## src/rtl/cga_comp_pkg.sv

```systemverilog
`default_nettype none
// +-------------------------------------------------------------------------+
// | cga_comp_pkg : shared types, widths and chroma phase table for the      |
// |                CGA composite encoder.             Rev 1.0               |
// +-------------------------------------------------------------------------+
package cga_comp_pkg;

    localparam int LVL_W = 7;

    typedef enum logic [2:0] {
        ST_ACTIVE = 3'd0,
        ST_BLANK  = 3'd1,
        ST_SYNC   = 3'd2,
        ST_BREEZE = 3'd3,
        ST_BURST  = 3'd4
    } state_t;

    typedef struct packed {
        logic [3:0] video;
        logic       hsync;
        logic       vsync;
        logic       hblank;
        logic       vblank;
        logic       chroma_hi;
        logic       burst_hi;
    } s1_t;

    // Carrier phase offset (in 1/8 cycles) for each RGB hue; 0 and 7 have no carrier.
    function automatic logic [2:0] phase_lut(input logic [2:0] k);
        logic [2:0] p;
        case (k)
            3'd1:    p = 3'd4;
            3'd2:    p = 3'd1;
            3'd3:    p = 3'd7;
            3'd4:    p = 3'd0;
            3'd5:    p = 3'd5;
            3'd6:    p = 3'd2;
            default: p = 3'd0;
        endcase
        return p;
    endfunction

endpackage
`default_nettype wire

```

## src/rtl/cga_composite_enc_if.sv

```systemverilog
`default_nettype none
// +-------------------------------------------------------------------------+
// | cga_composite_enc_if : pixel/timing inputs and composite outputs.       |
// |                                                  Rev 1.0                |
// +-------------------------------------------------------------------------+
interface cga_composite_enc_if;
    import cga_comp_pkg::*;

    logic [3:0]       video;
    logic             hsync;
    logic             vsync;
    logic             hblank;
    logic             vblank;
    logic             color_en;
    logic [LVL_W-1:0] comp;
    logic             comp_sync;
    logic [2:0]       phase;

    modport master (
        output video, hsync, vsync, hblank, vblank, color_en,
        input  comp, comp_sync, phase
    );

    modport slave (
        input  video, hsync, vsync, hblank, vblank, color_en,
        output comp, comp_sync, phase
    );
endinterface
`default_nettype wire

```

## src/rtl/cga_comp_phase.sv

```systemverilog
`default_nettype none
// +-------------------------------------------------------------------------+
// | cga_comp_phase : free-running 8-step carrier phase and hue square wave. |
// |                                                  Rev 1.0                |
// +-------------------------------------------------------------------------+
module cga_comp_phase
    import cga_comp_pkg::*;
(
    input  logic       clk,
    input  logic       reset_n,
    input  logic [2:0] rgb,
    output logic [2:0] phase,
    output logic       chroma_hi,
    output logic       burst_hi
);
    logic [2:0] phase_d;
    logic [2:0] phase_q;
    logic [2:0] chroma_off;
    logic [2:0] burst_off;

    always_comb begin
        phase_d    = phase_q + 3'd1;
        chroma_off = phase_q - phase_lut(rgb);
        burst_off  = phase_q - phase_lut(3'd6);
    end

    always_ff @(posedge clk or negedge reset_n) begin
        if (!reset_n) begin
            phase_q <= 3'd0;
        end else begin
            phase_q <= phase_d;
        end
    end

    assign phase     = phase_q;
    assign chroma_hi = (rgb != 3'd0) && (rgb != 3'd7) && (chroma_off < 3'd4);
    assign burst_hi  = (burst_off < 3'd4);
endmodule
`default_nettype wire

```

## src/rtl/cga_composite_enc.sv

```systemverilog
`default_nettype none
// +-------------------------------------------------------------------------+
// | cga_composite_enc : IRGB + CRTC timing to 7-bit composite samples,      |
// |                     two-stage pipeline.              Rev 1.0            |
// +-------------------------------------------------------------------------+
module cga_composite_enc
    import cga_comp_pkg::*;
#(
    parameter int unsigned BLANK_LVL  = 24,
    parameter int unsigned INT_AMP    = 24,
    parameter int unsigned CHROMA_AMP = 40,
    parameter int unsigned BURST_AMP  = 20,
    parameter int unsigned BURST_DLY  = 8,
    parameter int unsigned BURST_LEN  = 72
) (
    input  logic                clk,
    input  logic                reset_n,
    cga_composite_enc_if.slave  bus
);
    localparam logic [7:0] C_BLANK   = 8'(BLANK_LVL);
    localparam logic [7:0] C_INT     = 8'(INT_AMP);
    localparam logic [7:0] C_CHROMA  = 8'(CHROMA_AMP);
    localparam logic [7:0] C_CHR_MON = 8'(CHROMA_AMP / 2);
    localparam logic [7:0] C_BURST   = 8'(BURST_AMP);
    localparam logic [7:0] C_DLY_END = 8'(BURST_DLY - 1);
    localparam logic [7:0] C_LEN_END = 8'(BURST_LEN - 1);
    localparam logic [7:0] C_SAT     = 8'((1 << LVL_W) - 1);

    s1_t              s1_d, s1_q;
    state_t           state_d, state_q;
    logic [7:0]       cnt_d, cnt_q;
    logic [7:0]       level;
    logic [LVL_W-1:0] comp_d, comp_q;
    logic             comp_sync_d, comp_sync_q;
    logic             sync, blanked;
    logic             chroma_hi, burst_hi;
    logic [2:0]       phase;

    cga_comp_phase u_phase (
        .clk       (clk),
        .reset_n   (reset_n),
        .rgb       (bus.video[2:0]),
        .phase     (phase),
        .chroma_hi (chroma_hi),
        .burst_hi  (burst_hi)
    );

    always_comb begin
        s1_d.video     = bus.video;
        s1_d.hsync     = bus.hsync;
        s1_d.vsync     = bus.vsync;
        s1_d.hblank    = bus.hblank;
        s1_d.vblank    = bus.vblank;
        s1_d.chroma_hi = chroma_hi;
        s1_d.burst_hi  = burst_hi;
    end

    // Output level follows the next state so a sync edge reaches comp in two clocks.
    always_comb begin
        state_d     = state_q;
        cnt_d       = 8'd0;
        sync        = s1_q.hsync | s1_q.vsync;
        blanked     = s1_q.hblank | s1_q.vblank;
        comp_sync_d = sync;

        if (sync) begin
            state_d = ST_SYNC;
        end else begin
            case (state_q)
                ST_SYNC: begin
                    state_d = ST_BREEZE;
                end
                ST_BREEZE: begin
                    if (cnt_q == C_DLY_END) begin
                        state_d = ST_BURST;
                    end else begin
                        cnt_d = cnt_q + 8'd1;
                    end
                end
                ST_BURST: begin
                    if (cnt_q == C_LEN_END) begin
                        state_d = blanked ? ST_BLANK : ST_ACTIVE;
                    end else begin
                        cnt_d = cnt_q + 8'd1;
                    end
                end
                ST_BLANK, ST_ACTIVE: begin
                    state_d = blanked ? ST_BLANK : ST_ACTIVE;
                end
                default: begin
                    state_d = ST_BLANK;
                end
            endcase
        end

        level = C_BLANK;
        case (state_d)
            ST_SYNC: begin
                level = 8'd0;
            end
            ST_BURST: begin
                if (bus.color_en && s1_q.burst_hi) begin
                    level = level + C_BURST;
                end
            end
            ST_ACTIVE: begin
                if (s1_q.video[3]) begin
                    level = level + C_INT;
                end
                if (s1_q.video[2:0] != 3'd0) begin
                    if (!bus.color_en) begin
                        level = level + C_CHR_MON;
                    end else if (s1_q.video[2:0] == 3'd7 || s1_q.chroma_hi) begin
                        level = level + C_CHROMA;
                    end
                end
            end
            default: begin
            end
        endcase
        comp_d = (level > C_SAT) ? C_SAT[LVL_W-1:0] : level[LVL_W-1:0];
    end

    always_ff @(posedge clk or negedge reset_n) begin
        if (!reset_n) begin
            s1_q        <= '0;
            state_q     <= ST_BLANK;
            cnt_q       <= 8'd0;
            comp_q      <= '0;
            comp_sync_q <= 1'b0;
        end else begin
            s1_q        <= s1_d;
            state_q     <= state_d;
            cnt_q       <= cnt_d;
            comp_q      <= comp_d;
            comp_sync_q <= comp_sync_d;
        end
    end

    assign bus.comp      = comp_q;
    assign bus.comp_sync = comp_sync_q;
    assign bus.phase     = phase;
endmodule
`default_nettype wire

```

## src/flat_wrapper.sv

```systemverilog
// flat-port wrapper written by rule: the top's interface ports become plain ports
module cga_composite_enc_flat import cga_comp_pkg::*;
#(
    parameter int unsigned BLANK_LVL  = 24,
    parameter int unsigned INT_AMP    = 24,
    parameter int unsigned CHROMA_AMP = 40,
    parameter int unsigned BURST_AMP  = 20,
    parameter int unsigned BURST_DLY  = 8,
    parameter int unsigned BURST_LEN  = 72
)
  (clk, reset_n, bus_video, bus_hsync, bus_vsync, bus_hblank, bus_vblank, bus_color_en, bus_comp, bus_comp_sync, bus_phase);
  cga_composite_enc_if bus_i ();
  input  logic clk;
  input  logic reset_n;
  input wire logic [$bits(bus_i.video)-1:0] bus_video;
  input wire logic [$bits(bus_i.hsync)-1:0] bus_hsync;
  input wire logic [$bits(bus_i.vsync)-1:0] bus_vsync;
  input wire logic [$bits(bus_i.hblank)-1:0] bus_hblank;
  input wire logic [$bits(bus_i.vblank)-1:0] bus_vblank;
  input wire logic [$bits(bus_i.color_en)-1:0] bus_color_en;
  output wire logic [$bits(bus_i.comp)-1:0] bus_comp;
  output wire logic [$bits(bus_i.comp_sync)-1:0] bus_comp_sync;
  output wire logic [$bits(bus_i.phase)-1:0] bus_phase;
  assign bus_i.video = bus_video;
  assign bus_i.hsync = bus_hsync;
  assign bus_i.vsync = bus_vsync;
  assign bus_i.hblank = bus_hblank;
  assign bus_i.vblank = bus_vblank;
  assign bus_i.color_en = bus_color_en;
  assign bus_comp = bus_i.comp;
  assign bus_comp_sync = bus_i.comp_sync;
  assign bus_phase = bus_i.phase;
  cga_composite_enc #(.BLANK_LVL(BLANK_LVL), .INT_AMP(INT_AMP), .CHROMA_AMP(CHROMA_AMP), .BURST_AMP(BURST_AMP), .BURST_DLY(BURST_DLY), .BURST_LEN(BURST_LEN)) u_core (.clk(clk), .reset_n(reset_n), .bus(bus_i));
endmodule
```

## config.mk

```make
export PLATFORM = sky130hd
export DESIGN_NAME = cga_composite_enc_flat
export DESIGN_NICKNAME = d
export VERILOG_FILES = /design/src/rtl/cga_comp_pkg.sv /design/src/rtl/cga_composite_enc_if.sv /design/src/rtl/cga_comp_phase.sv /design/src/rtl/cga_composite_enc.sv /design/src/flat_wrapper.sv
export SDC_FILE = /design/constraint.sdc
export NUM_CORES = 1
export LEC_CHECK = 0
export ABC_CLOCK_PERIOD_IN_PS = 1720
export BUFFER_PORTS_ARGS = -buffer_cell sky130_fd_sc_hd__buf_4
export CELL_PAD_IN_SITES_DETAIL_PLACEMENT = 2
export CELL_PAD_IN_SITES_GLOBAL_PLACEMENT = 2
export CORE_MARGIN = 5
export CORE_UTILIZATION = 32
export DETAILED_ROUTE_END_ITERATION = 12
export GPL_ROUTABILITY_DRIVEN = 0
export PLACE_DENSITY_LB_ADDON = 0.1
export SLEW_MARGIN = 15
export SYNTH_ARGS = -nofsm -noshare
export SYNTH_HDL_FRONTEND = slang
export SYNTH_SLANG_ARGS = --single-unit
```

## constraint.sdc

```tcl
create_clock -name clk -period 1.72 [get_ports clk]
set_input_delay 0.172 -clock clk [delete_from_list [all_inputs] [get_ports clk]]
set_output_delay 0.172 -clock clk [all_outputs]
set_load 0.01 [all_outputs]
```

==> flow_summary.ini <==
[synth]
postSynthAreaPerCell_um2 = 10.6
synth_seq_cells = 30
synthFlopType = dfrtp_1
synth_cell_type_count = 40
mappedNetlistArea_um2 = 1400
yosys_warnings = 0
synth_edf_count = 0
seq_area_frac_synth_pct = 53.6
synthArstFlopShare_pct = 100
syn_inst = 133

[power]
vdd_drop_max_v = 0.000419
leakage_uw = 0.000875
power_per_cell_area_nw_per_um2 = 782

[critical_path]
cp-start-kind = flop
crit_type = reg -> reg
end_kind = flop
cp.required_ps = 1920
arrival_ps = 1900
cp_slowest_stage_delay_ps = 590
r2r-end = u_core.bus.comp[2]
worstPathCellList = or4_4 -> o41ai_4 -> nand4_1 -> o22ai_1
slowest_stage = or4_4
rr_startpoint = u_core.cnt_q[3]
ff2ff_path_depth = 4
crit_fanout = 3
rrSetupSlack_ps = 20

[timing]
finalHoldViolations = 0
fin_crit_sh_pct = 99.0
fmaxAchievable_ghz = 0.588
clock-skew-final_ps = 8.19
rsz0062_at_grt = true
setup_viol = 0
hold_slack_ps = 28.6
maxSlewViolCount = 0
fin_crit_ps = 1700

[floorplanning]
io_pins = 22
initial_utilization_pct = 32.7
die-area_um2 = 5810
rows = 24
die_w_um = 76.2
die_h_um = 76.2
core_area_um2 = 4290

[clocking]
clock_sinks = 30
clk_latency_ps = 290
clock_path_buffers = 2
root_buffer = clkbuf_8
h-tree-depth = 2
cts_tree = yes
cts_buffers = 5
clk_pin_slew_ps = 60

[min_path]
whs_endpoint = u_core.s1_q[6]
worstHoldStart = bus_video[0]
min_path_type = in -> reg
hold_depth = 1

[cells_and_area]
n_antenna_cell = 0
postLayoutCoreUtil_pct = 43.4
num-nets-final = 188
multi_input_area_um2 = 616
drive_gt1_share_pct = 30.1
final_common_cell = buf_4
fillCellCount = 459
syn2layout_area_growth_pct = 32.6
final_cell_mix = buf_4 (31), dfrtp_1 (29), inv_1 (12)
register_area_um2 = 752

[route]
drt_iter0_markers = 42
avgRoutedWirePerCell_um = 16.9
via_per_inst = 5.09
vias = 1146
firstDrtPassIters = 4
ant_nets = 0
drt-total-wl_mm = 3.81
route.detailed.drc = 0

[global_route]
grt_max_degree = 31
grtUsageMet1_pct = 15.2
antenna_found_initial = 0
grt_pass1_wl_mm = 6.64
gr-usage-met2_pct = 26.1
track_usage_pct = 14.4
overflow = 0
grt-busiest-layer = met2
grt_pass1_vias = 1350
grtUsageMet3_pct = 4.73

[place]
dp_hpwl_mm = 2.83
io_buffers = 19

[job]
drv_cap = 0

[status]
outcome = completed
[power breakdown]
part	internal [uW]	switching (uW)
Clock	322	268
Sequential	725	10.8
Combinational	60.0	71.5
Total	1110	350
[state kept, by name (all words and copies together) (netlist names)]
signal and cells:
u_core.bus.comp 5, u_core.bus.comp_sync 1, u_core.cnt_q 8, u_core.s1_q 10, u_core.state_q 3, u_core.u_phase.phase 3
[critical path: cells and delay by family, from the launching register on]
kind             cells  cell delay (ps)
AO/OA/AOI/OAI        2              460
flip-flops           1              380
AND/OR/NAND/NOR      2              780
[cells by family (layout without fill, tap and decap cells)]
family	count (synthesis)	in the layout	share of synthesized area (%)
adder cells (fa/ha/maj)	5	5	4.46
AND/OR/NAND/NOR	42	42	15.5
other	1	2	0.267
AO/OA/AOI/OAI	29	29	15.9
buffers and inverters	18	57	5.35
XOR/XNOR	8	8	4.99
flip-flops	30	30	53.6
[routing by layer]
metal | wire (um) | up-vias
li1 | - | 541
met1 | 1520 | 579
met2 | 2090 | 20
met3 | 130 | 6
met4 | 67 | 0
met5 | 0 | -
[synth_stat cells (all sizes together) (3+ instances only)]
master | n | area share [%]
a21oi | 7 | 2.5
a31oi | 5 | 2.2
and3 | 3 | 1.3
clkbuf | 4 | 1.1
dfrtp | 29 | 52
ha | 5 | 4.5
inv | 12 | 3.2
nand2 | 8 | 2.1
nand3 | 5 | 1.8
nor2 | 11 | 2.9
o21ai | 3 | 1.1
xor2 | 6 | 3.7
[per-stage QoR]
| stage | cell area (um^2) | setup slack (ps) | TNS, ps | power [uW] | instances |
|---|---|---|---|---|---|
| after global routing | 1860 | -86.0 | -178 | 1540 | 225 |
| final | 1860 | 18.0 | 0 | 1460 | 225 |
| after global placement | 1660 | 30.9 | 0 | 860 | 209 |
| after floorplan | 1410 | 15.2 | 0 | 802 | 134 |
| after CTS | 1840 | -7.79 | -7.79 | 1480 | 225 |
| after detailed placement | 1660 | -40.2 | -67.2 | 868 | 209 |
[final cells by class]
class | instances | area share [%]
clock inverters | 1 | 0.269
repair buffers | 37 | 15.7
clock buffers | 7 | 4.64
multi-input cells | 86 | 33.1
inverters | 12 | 2.42
flip-flops and latches | 30 | 40.4
well taps | 52 | 3.49
[how the worst max path moves through the flow]
stage | slack (ps) | startpoint | cells past startpoint | endpoint
after floorplan | 20 | u_core.cnt_q[3] | 4 | u_core.bus.comp[4]
after global placement | 30 | u_core.cnt_q[3] | 4 | u_core.bus.comp[4]
after detailed placement | -40 | bus_video[2] | 8 | u_core.s1_q[1]
after CTS | -8 | u_core.cnt_q[3] | 4 | u_core.bus.comp[6]
after global routing | -90 | u_core.cnt_q[3] | 4 | u_core.bus.comp[2]
final | 20 | u_core.cnt_q[3] | 4 | u_core.bus.comp[2]
[what timing repair did]
item	in CTS	in global routing
resized for setup	1	5
hold buffers	6	0
pin swaps	1	2
setup buffers	2	0
setup endpoints to repair	3	6
endpoints found under the hold margin	34	0
(Power assumes the default switching activity.)
